File: config.mk
export PLATFORM = sky130hd
export DESIGN_NAME = tlbfill
export DESIGN_NICKNAME = d
export VERILOG_FILES = /design/src/rtl/tlbfill_pkg.sv /design/src/rtl/tlbfill_plru.sv /design/src/rtl/tlbfill.sv
export SDC_FILE = /design/constraint.sdc
export NUM_CORES = 1
export LEC_CHECK = 0
export BUFFER_PORTS_ARGS = -buffer_cell sky130_fd_sc_hd__clkbuf_2
export CORE_MARGIN = 1.5
export CORE_UTILIZATION = 36
export CTS_CLUSTER_SIZE = 14
export DETAILED_ROUTE_END_ITERATION = 6
export GPL_ROUTABILITY_DRIVEN = 1
export PLACE_DENSITY_LB_ADDON = 0.1
export SLEW_MARGIN = 10
export SYNTH_ARGS = -nofsm -noshare
export SYNTH_HDL_FRONTEND = slang
export SYNTH_HIERARCHICAL = 1
export SYNTH_SLANG_ARGS = --single-unit
File: constraint.sdc
create_clock -name clk -period 2.35 [get_ports clk]
set_clock_uncertainty 0.15 [all_clocks]
set_input_delay 0 -clock clk [delete_from_list [all_inputs] [get_ports clk]]
set_output_delay 0 -clock clk [all_outputs]
set_load 0.02 [all_outputs]
File: src/rtl/tlbfill_pkg.sv
// Shared MMU definitions for the TLB fill path: page-type codes, PTE bit
// positions and the fill controller state encoding.
package tlbfill_pkg;

  localparam logic [1:0] PAGE_KILO = 2'b00;
  localparam logic [1:0] PAGE_MEGA = 2'b01;
  localparam logic [1:0] PAGE_GIGA = 2'b10;
  localparam logic [1:0] PAGE_TERA = 2'b11;

  localparam int PTE_G_BIT    = 5;
  localparam int PTE_N_BIT    = 63;
  localparam int PTE_NAPOT_LO = 10;
  localparam int PTE_NAPOT_HI = 13;
  localparam logic [3:0] PTE_NAPOT_PPN = 4'b1000;

  typedef enum logic {
    FILL_IDLE  = 1'b0,
    FILL_WRITE = 1'b1
  } fill_state_t;

endpackage

File: src/rtl/tlbfill_plru.sv
// Tree pseudo-LRU for the TLB: ENTRIES-1 node bits in heap order, each
// pointing away from the most recently touched half of its subtree.
module tlbplru #(
  parameter int ENTRIES = 8,
  localparam int IW = $clog2(ENTRIES)
) (
  input  logic          clk,
  input  logic          reset,
  input  logic          clear,
  input  logic          touch_en,
  input  logic [IW-1:0] touch_idx,
  output logic [IW-1:0] victim_idx
);

  logic [ENTRIES-2:0] tree_q;
  logic [ENTRIES-2:0] tree_d;
  logic [IW-1:0]      touch_node;
  logic [IW-1:0]      walk_node;
  logic               walk_bit;

  // Node at level l on the path to idx is (2^l - 1) + (idx >> (IW - l)).
  always_comb begin
    tree_d     = tree_q;
    touch_node = '0;
    if (touch_en) begin
      for (int l = 0; l < IW; l++) begin
        touch_node = IW'((1 << l) - 1) + IW'(touch_idx >> (IW - l));
        tree_d[touch_node] = ~touch_idx[IW-1-l];
      end
    end
  end

  always_comb begin
    victim_idx = '0;
    walk_node  = '0;
    walk_bit   = 1'b0;
    for (int l = 0; l < IW; l++) begin
      walk_bit = tree_q[walk_node];
      victim_idx[IW-1-l] = walk_bit;
      walk_node = IW'(2 * int'(walk_node) + 1 + int'(walk_bit));
    end
  end

  always_ff @(posedge clk or posedge reset) begin
    if (reset) begin
      tree_q <= '0;
    end else if (clear) begin
      tree_q <= '0;
    end else begin
      tree_q <= tree_d;
    end
  end

endmodule

File: src/rtl/tlbfill.sv
// TLB fill/replacement controller: captures walker PTEs, picks a victim line,
// strobes its write enable and sequences flushes. Duplicate-line replacement
// is enabled by defining TLBFILL_DUP_REPLACE_EN.
module tlbfill
  import tlbfill_pkg::*;
#(
  parameter int TLB_ENTRIES = 8,
  parameter int XLEN = 64,
  parameter bit SVNAPOT_SUPPORTED = 1'b1,
  localparam int IW = $clog2(TLB_ENTRIES)
) (
  input  logic                   clk,
  input  logic                   reset,
  input  logic                   FillValid,
  output logic                   FillReady,
  input  logic [XLEN-1:0]        FillPTE,
  input  logic [1:0]             FillPageType,
  input  logic [TLB_ENTRIES-1:0] Matches,
  input  logic                   TLBAccess,
  input  logic                   TLBFlush,
  output logic [TLB_ENTRIES-1:0] WriteEnables,
  output logic [1:0]             PageTypeWriteVal,
  output logic                   PTE_G,
  output logic                   PTE_NAPOT,
  output logic                   LineFlush,
  output logic                   Busy,
  output fill_state_t            fsm_state
);

  fill_state_t            state_q;
  logic [TLB_ENTRIES-1:0] valid_q;
  logic [1:0]             pt_q;
  logic                   g_q;
  logic                   napot_q;

  logic                   pte_napot;
  logic [IW-1:0]          match_idx;
  logic [IW-1:0]          free_idx;
  logic [IW-1:0]          plru_victim;
  logic [IW-1:0]          victim_idx;
  logic                   any_match;
  logic                   all_valid;
  logic                   dup_hit;
  logic                   write_go;
  logic                   access_touch;
  logic                   unused_pte;

  assign unused_pte = ^FillPTE;

  if (XLEN == 64) begin : g_napot64
    assign pte_napot = SVNAPOT_SUPPORTED & FillPTE[PTE_N_BIT] &
                       (FillPTE[PTE_NAPOT_HI:PTE_NAPOT_LO] == PTE_NAPOT_PPN);
  end else begin : g_napot32
    assign pte_napot = 1'b0;
  end

  // Lowest-index priority encoders for matching and free lines.
  always_comb begin
    match_idx = '0;
    free_idx  = '0;
    for (int i = TLB_ENTRIES - 1; i >= 0; i--) begin
      if (Matches[i])  match_idx = IW'(i);
      if (!valid_q[i]) free_idx  = IW'(i);
    end
  end

  assign any_match = |Matches;
  assign all_valid = &valid_q;

`ifdef TLBFILL_DUP_REPLACE_EN
  assign dup_hit = any_match;
`else
  assign dup_hit = 1'b0;
`endif

  assign victim_idx = dup_hit ? match_idx : (!all_valid ? free_idx : plru_victim);

  // Fill handshake: a PTE transfers on any cycle where FillValid and FillReady
  // are both high; FillReady never depends on FillValid.
  assign FillReady    = (state_q == FILL_IDLE) & ~TLBFlush;
  assign write_go     = (state_q == FILL_WRITE) & ~TLBFlush;
  assign access_touch = (state_q == FILL_IDLE) & TLBAccess & any_match & ~TLBFlush;
  assign WriteEnables = write_go ? (TLB_ENTRIES'(1) << victim_idx) : '0;
  assign LineFlush    = TLBFlush;
  assign Busy         = (state_q == FILL_WRITE);
  assign fsm_state    = state_q;

  assign PageTypeWriteVal = pt_q;
  assign PTE_G            = g_q;
  assign PTE_NAPOT        = napot_q;

  tlbplru #(
    .ENTRIES(TLB_ENTRIES)
  ) u_plru (
    .clk       (clk),
    .reset     (reset),
    .clear     (TLBFlush),
    .touch_en  (write_go | access_touch),
    .touch_idx (write_go ? victim_idx : match_idx),
    .victim_idx(plru_victim)
  );

  always_ff @(posedge clk or posedge reset) begin
    if (reset) begin
      state_q <= FILL_IDLE;
      valid_q <= '0;
      pt_q    <= 2'b00;
      g_q     <= 1'b0;
      napot_q <= 1'b0;
    end else if (TLBFlush) begin
      // A fill captured before the flush is dropped, not retried.
      state_q <= FILL_IDLE;
      valid_q <= '0;
    end else begin
      case (state_q)
        FILL_IDLE: begin
          if (FillValid) begin
            pt_q    <= FillPageType;
            g_q     <= FillPTE[PTE_G_BIT];
            napot_q <= pte_napot;
            state_q <= FILL_WRITE;
          end
        end
        FILL_WRITE: begin
          valid_q[victim_idx] <= 1'b1;
          state_q <= FILL_IDLE;
        end
        default: state_q <= FILL_IDLE;
      endcase
    end
  end

endmodule

; Word-level counts from Yosys, hierarchy flattened
; Index checks and enable logic that the tools add are counted.
[op_classes]
addsub = 5
mul = 0
div = 0
n_lt_le_gt_ge = 8
eq_ne = 1
shift = 1
muxes = 38
bitwise_logic = 13
n_reduce_logical = 8
[op_table]
columns = operator, count
row1 = two-way mux 3 bit, 18
row2 = two-way mux 8 bit, 3
row3 = "< comparator 3 x 4 -> 1 bit, second input constant", 5
row4 = bitwise mux 7 bit, 2
row5 = two-way mux 7 bit, 2
row6 = demux 1 bit (select 3 bit), 3
row7 = "greater-or-equal comparator 3 x 1 -> 1 bit, second input constant", 3
row8 = OR 8 bit, 1
row9 = AND reduction 8 bit, 1
row10 = OR reduction 8 bit, 1
row11 = "left shift 1 x 3 -> 8 bit, first input constant", 1
row12 = two-way mux 1 bit, 7
row13 = AND 1 bit, 6
row14 = binary-select mux 1 bit (select 3 bit), 2
row15 = NOT 1 bit, 5
row16 = "adder 1 x 1 -> 2 bit, first input constant", 2
row17 = "== test 4 bit, second input constant", 1
row18 = nonzero test 2 bit, 2
row19 = "adder 2 x 2 -> 3 bit, first input constant", 1
row20 = "adder 3 x 1 -> 3 bit, second input constant", 1
row21 = adder 3 x 2 -> 3 bit, 1
row22 = logical AND 1 bit, 3
row23 = AND reduction 3 bit, 1
row24 = case mux 1 bit (2 select lines), 1
row25 = OR 1 bit, 1
[totals]
ff_bits = 20
latch_bits = 0
ramBits = 0
mem_bits_ro = 0
inputBits = 79
out_inout_bits = 16
elab_cells = 80
memories = 0

; Logic depth before layout (Yosys ltp)
[depth]
depth_word = 19
ltp_mapped = 11
mapped_depth_nobuf = 9

; Hierarchy
; Netlist, hierarchy kept.
[modules_own_cells]
columns = module, n_inst, cells_per_inst, area_each_um2, seq_area_each_um2
row1 = tlbfill, 1, 93, 795.8, 325.3
row2 = tlbplru, 1, 48, 464.2, 175.2

; Worst setup path before layout
; Ideal clock, no wire load.
[synth_timing]
path_type = register to register
start = register state_q (netlist: Busy)
end = register u_plru.tree_q[0]
setup_time_ps = 127
arrival_time_ps = 2220
t_required_ps = 2073
path_slack_ps = -147
path_stages_with_launch = 8
path_buffers = 0
synth_period_minus_slack_ps = 2497
cell_sequence = dfrtp_1 -> nor2b_1 -> o41ai_1 -> inv_1 -> ha_1 -> and3_1 -> o211ai_1 -> a21oi_1
[synth_between]
elab_chain_cells = 11
elab_cells_between_ends = 27
cone_classes = 2 x add/sub / 4 x order compare / 9 x mux / 9 x bitwise / 3 x reduce/logical
[synth_rtl]
columns = item, line
row1 = from (decl), tlbfill.sv:30  ; fill_state_t state_q;
row2 = from (signal assigned), tlbfill.sv:105  ; state_q <= FILL_IDLE;
row3 = from (signal assigned), tlbfill.sv:112  ; state_q <= FILL_IDLE;
row4 = from (signal assigned), tlbfill.sv:121  ; state_q <= FILL_WRITE;
row5 = AND 1 bit, tlbfill.sv:81  ; assign write_go = (state_q == FILL_WRITE) & ~TLBFlush;
row6 = two-way mux 3 bit, tlbfill.sv:99  ; .touch_idx (write_go ? victim_idx : match_idx),
row7 = adder 1 x 1 -> 2 bit, tlbfill_plru.sv:27  ; touch_node = IW'((1 << l) - 1) + IW'(touch_idx >> (IW - l));
row8 = < comparator 3 x 4 -> 1 bit (not written as such) / greater-or-equal comparator 3 x 1 -> 1 bit (equally long branches), tlbfill_plru.sv:28  ; tree_d[touch_node] = ~touch_idx[IW-1-l];
row9 = logical AND 1 bit (not written as such), tlbfill_plru.sv:28
row10 = two-way mux 1 bit (not written as such), tlbfill_plru.sv:28
row11 = demux 1 bit (select 3 bit), -
row12 = bitwise mux 7 bit (2 in a row), tlbfill_plru.sv:28
row13 = two-way mux 7 bit, tlbfill_plru.sv:25  ; if (touch_en) begin
row14 = two-way mux 7 bit, tlbfill_plru.sv:47  ; end else if (clear) begin
row15 = to (signal assigned), tlbfill_plru.sv:50  ; tree_q <= tree_d;
row16 = to (decl), tlbfill_plru.sv:15  ; logic [ENTRIES-2:0] tree_q;
; Several ways; a longest one is shown, not always the timed one. The select of a mux whose other input is x is not followed.
; A chain may end at the register's enable or synchronous reset.

; Final worst setup path
[layout_timing]
start = register u_plru.tree_q[0]
end = register u_plru.tree_q[0]
[layout_between]
elab_chain_cells = 13
elab_cells_between_ends = 28
cone_classes = 5 x add/sub / 4 x order compare / 14 x mux / 3 x bitwise / 2 x reduce/logical
[layout_rtl]
columns = item, line
row1 = adder 1 x 1 -> 2 bit, tlbfill_plru.sv:40  ; walk_node = IW'(2 * int'(walk_node) + 1 + int'(walk_bit));
row2 = binary-select mux 1 bit (select 3 bit) *, tlbfill_plru.sv:38  ; walk_bit = tree_q[walk_node];
row3 = two-way mux 1 bit (not written as such) *, tlbfill_plru.sv:38
row4 = net plru_victim[1], tlbfill.sv:39  ; logic [IW-1:0] plru_victim;
row5 = two-way mux 3 bit *, tlbfill.sv:76  ; assign victim_idx = dup_hit ? match_idx : (!all_valid ? free_idx : plru_victim);
row6 = two-way mux 3 bit *, tlbfill.sv:99
row7 = adder 2 x 2 -> 3 bit, tlbfill_plru.sv:27
row8 = < comparator 3 x 4 -> 1 bit (not written as such) / greater-or-equal comparator 3 x 1 -> 1 bit (equally long branches), tlbfill_plru.sv:28
row9 = logical AND 1 bit (not written as such), tlbfill_plru.sv:28
row10 = two-way mux 1 bit (not written as such), tlbfill_plru.sv:28
row11 = demux 1 bit (select 3 bit), -
row12 = bitwise mux 7 bit *, tlbfill_plru.sv:28
row13 = two-way mux 7 bit *, tlbfill_plru.sv:25
row14 = two-way mux 7 bit *, tlbfill_plru.sv:47
; Mark *: on every way through the listed nets, which the timed path passes. The rest lies on a longest branch. The select of a mux whose other input is x is not followed.

==> flow_metrics.tcl <==
set metrics [dict create \
    status "complete, but fails checks" \
    violations "hold timing" \
    drt-total-wl_um 3074 \
    die_area_um2 3864 \
    cp.required_ns 2.39 \
    syn_to_final_growth_pct 33.47 \
    cts_setup_buffers 0 \
    synth_simple_gate_area_share_pct 21.25 \
    synth_area_um2 1260 \
    cp-end-kind "register" \
    io_buffers 36 \
    synth.ff_latch_count 20 \
    p_switching_w 0.0002185 \
    antenna_found_initial 0 \
    clockPowerShare_pct 26.7 \
    drive_gt1_share_pct 31.96 \
    gp_congestion 0.7827 \
    finalCriticalPeriod_ns 2.219 \
    r2r-start "u_plru/tree_q[0]" \
    io_pins 95 \
    finalHoldViolCount 7 \
    slew_headroom_pct 66.30 \
    clockBufferDepth 2 \
    avgSynthCellArea_um2 8.936 \
    ys_top_cells_by_count "dfrtp_1, inv_1, nor2_1" \
    cp_top_family "compound AO/OA/AOI/OAI gates" \
    num_rows 21 \
    dr.first_iter.drc_count 36 \
    synth-async-reset-ratio_pct 100.0 \
    clock_latency_ns 0.30 \
    min_path_type "in2async" \
    cts_inserted_buffers 3 \
    gr-usage-all-layers_pct 16.48 \
    die_height_um 62.16 \
    powerDensity_nw_per_um2 450.6 \
    critPathKind "reg2reg" \
    routed_via_density 4.996 \
    grt_pass1_wl_um 5161 \
    p_int_w 0.0005392 \
    synth_top_family_by_area "compound AO/OA/AOI/OAI gates" \
    timing.fmax_ghz 0.4507 \
    path_clk_slew_ns 0.12 \
    whs_ns -0.001180 \
    worst_pin_slew_ns 0.5050 \
    synth_compound_area_share_pct 21.85 \
    dp_hpwl_um 2310 \
    dp_cells 224 \
    setup_viol 0 \
    reg2reg_depth 9 \
    rsz0062_at_grt "no" \
    initial_core_util_pct 37.76 \
    synth_flop_cell "dfrtp_1" \
    synth_fa_ha_area_share_pct 3.972 \
    synth.area.top_cells "dfrtp_1, inv_1, a21oi_1" \
    comb_power_share_pct 24.4 \
    slew_violations 0 \
    critPathMaxStageDelay_ns 0.39 \
    h-tree-depth 1 \
    die_x_um 62.16 \
    ant_nets 0 \
    tns_ns 0 \
    synth_most_common_cell "dfrtp_1" \
    sw_frac_of_total_pct 28.83 \
    first_pass_iters 4 \
    seq_power_share_pct 48.9 \
    p_leak_nw 0.7721 \
    core-area_um2 3337 \
    fin_crit_sh_pct 94.42 \
    worst_setup_path_start_kind "register" \
    grt_start_max_net_pins 14 \
    rr_endpoint "u_plru/tree_q[0]" \
    yosysWarnings 6 \
    path_max_fanout 4 \
    ys_seq_area_share_pct 39.72 \
    ir_worst_vdd_mv 0.2691 \
    syn_nets 224 \
    clkSinkCount 20 \
    num_vias 1199 \
    crit_path_top_delay_cell "dfrtp_1" \
    synth_top_cell_by_area "dfrtp_1" \
    syn_inst 141 \
    grt_overflow 0 \
    worst_ep_arrival_time_ns 2.26 \
    reg2reg_slack_ns 0.13 \
    root_buffer "clkbuf_4" \
    stdcell_count 240 \
    grt_pass1_vias 1133 \
    routedWlPerCell_um 12.81 \
    path_buf_inv 1 \
    yosys.area_share.xor_xnor_pct 0 \
    fillers 341 \
    num_antenna_cells 0 \
    muxShareOfSynthArea_pct 4.369 \
    crit_chain "mux2_2, o221a_4, nand2_1, o41ai_2, inv_1, ha_1, and3_1, o211ai_1, a21oi_1" \
    synth_edf_count 0 \
    drc 0 \
    nNetsFinal 278 \
    synth.distinct_cells 43 \
    maxCapViolCount 0 \
    synth.top_cell.area_share_pct 39.72 \
    cts_tree "built" \
]
per-stage QoR:
step           worst slack, ns  util, %  area, um^2  hold slack (ns)  power [W]
5_1_grt                0.01876    50.39        1682         0.001476  0.0007996
3_3_place_gp            0.1755    45.37        1514          -0.2211  0.0005323
6_report                0.1311    50.39        1682        -0.001180  0.0007577
2_1_floorplan          0.02737        -        1267          -0.3466  0.0004784
3_5_place_dp            0.1257    45.37        1514          -0.2162  0.0005381
4_1_cts                0.06881    50.06        1670         0.002114  0.0007662
cells in the final DEF, fill, tap and decap left out, types with 2 or more instances in the layout:
cell,instances
a21oi_1,10
a21oi_2,2
a311oi_1,2
buf_4,8
clkbuf_2,35
clkbuf_4,4
dfrtp_1,20
dlygate4sd3_1,12
ha_1,4
inv_1,16
mux2_1,3
nand2_1,10
nand2b_1,3
nand3_1,2
nand4_1,4
nor2_1,11
nor2_2,2
nor2b_1,2
nor3_1,3
nor4_1,2
o21ai_0,6
o22ai_1,7
o22ai_2,2
or2_1,3
how the worst max path moves through the flow:
stage	slack, ns	to	start	cells after the start
floorplan	0.03	u_plru/tree_q[0]	Busy	8
global placement	0.18	u_plru/tree_q[0]	Busy	8
detailed placement	0.13	u_plru/tree_q[0]	u_plru/tree_q[0]	9
CTS	0.07	u_plru/tree_q[0]	TLBFlush	10
global route	0.02	u_plru/tree_q[0]	u_plru/tree_q[0]	9
finish	0.13	u_plru/tree_q[0]	u_plru/tree_q[0]	9
routing by layer:
metal  vias to the layer above  GRT usage, %  share of wire [%]
met4                         0         5.833               0.68
met1                       571         21.97                 50
li1                        598             -                  -
met3                         2         2.174                3.9
met5                         -             0                  0
met2                        28         27.58                 46
worst reg2reg max path, stage by stage (launching register included):
cell	delay (ns)
dfrtp_1	0.39
mux2_2	0.36
o221a_4	0.23
nand2_1	0.10
o41ai_2	0.08
inv_1	0.09
ha_1	0.26
and3_1	0.19
o211ai_1	0.18
a21oi_1	0.09
power groups by stage:
stage          Combinational [W]  Sequential, W  Clock [W]
4_1_cts                 0.000184       0.000371   0.000211
3_3_place_gp            0.000156       0.000376          0
5_1_grt                 0.000202       0.000374   0.000224
2_1_floorplan          0.0000878       0.000391          0
3_5_place_dp            0.000161       0.000377          0
6_report                0.000185       0.000371   0.000202
repair_timing:
item,in CTS,in global routing
endpoints found under the hold margin,33,0
endpoints found under the setup margin,0,2
resized for setup,0,3
hold buffers,12,0
flip-flops by register name, summed over array words and instances (netlist names):
register / flops
PTE_NAPOT: 1
Busy: 1
u_plru/tree_q: 7
PageTypeWriteVal: 2
valid_q: 8
PTE_G: 1
cells by family after synthesis:
kind of cell | Yosys count
multiplexers | 5
adder cells (fa/ha/maj) | 4
buffers and inverters | 23
AND/OR/NAND/NOR | 50
AO/OA/AOI/OAI | 39
flip-flops | 20
layout make-up:
type	instances	area, um^2	area share (%)
sequential	20	500.5	29.76
inverter	16	60.06	3.571
multi-input combinational	98	664.4	39.51
tap	46	57.56	3.423
clock buffer	4	36.28	2.158
timing repair buffer	56	362.8	21.58
Note: power is estimated with default switching activity, not from simulation.
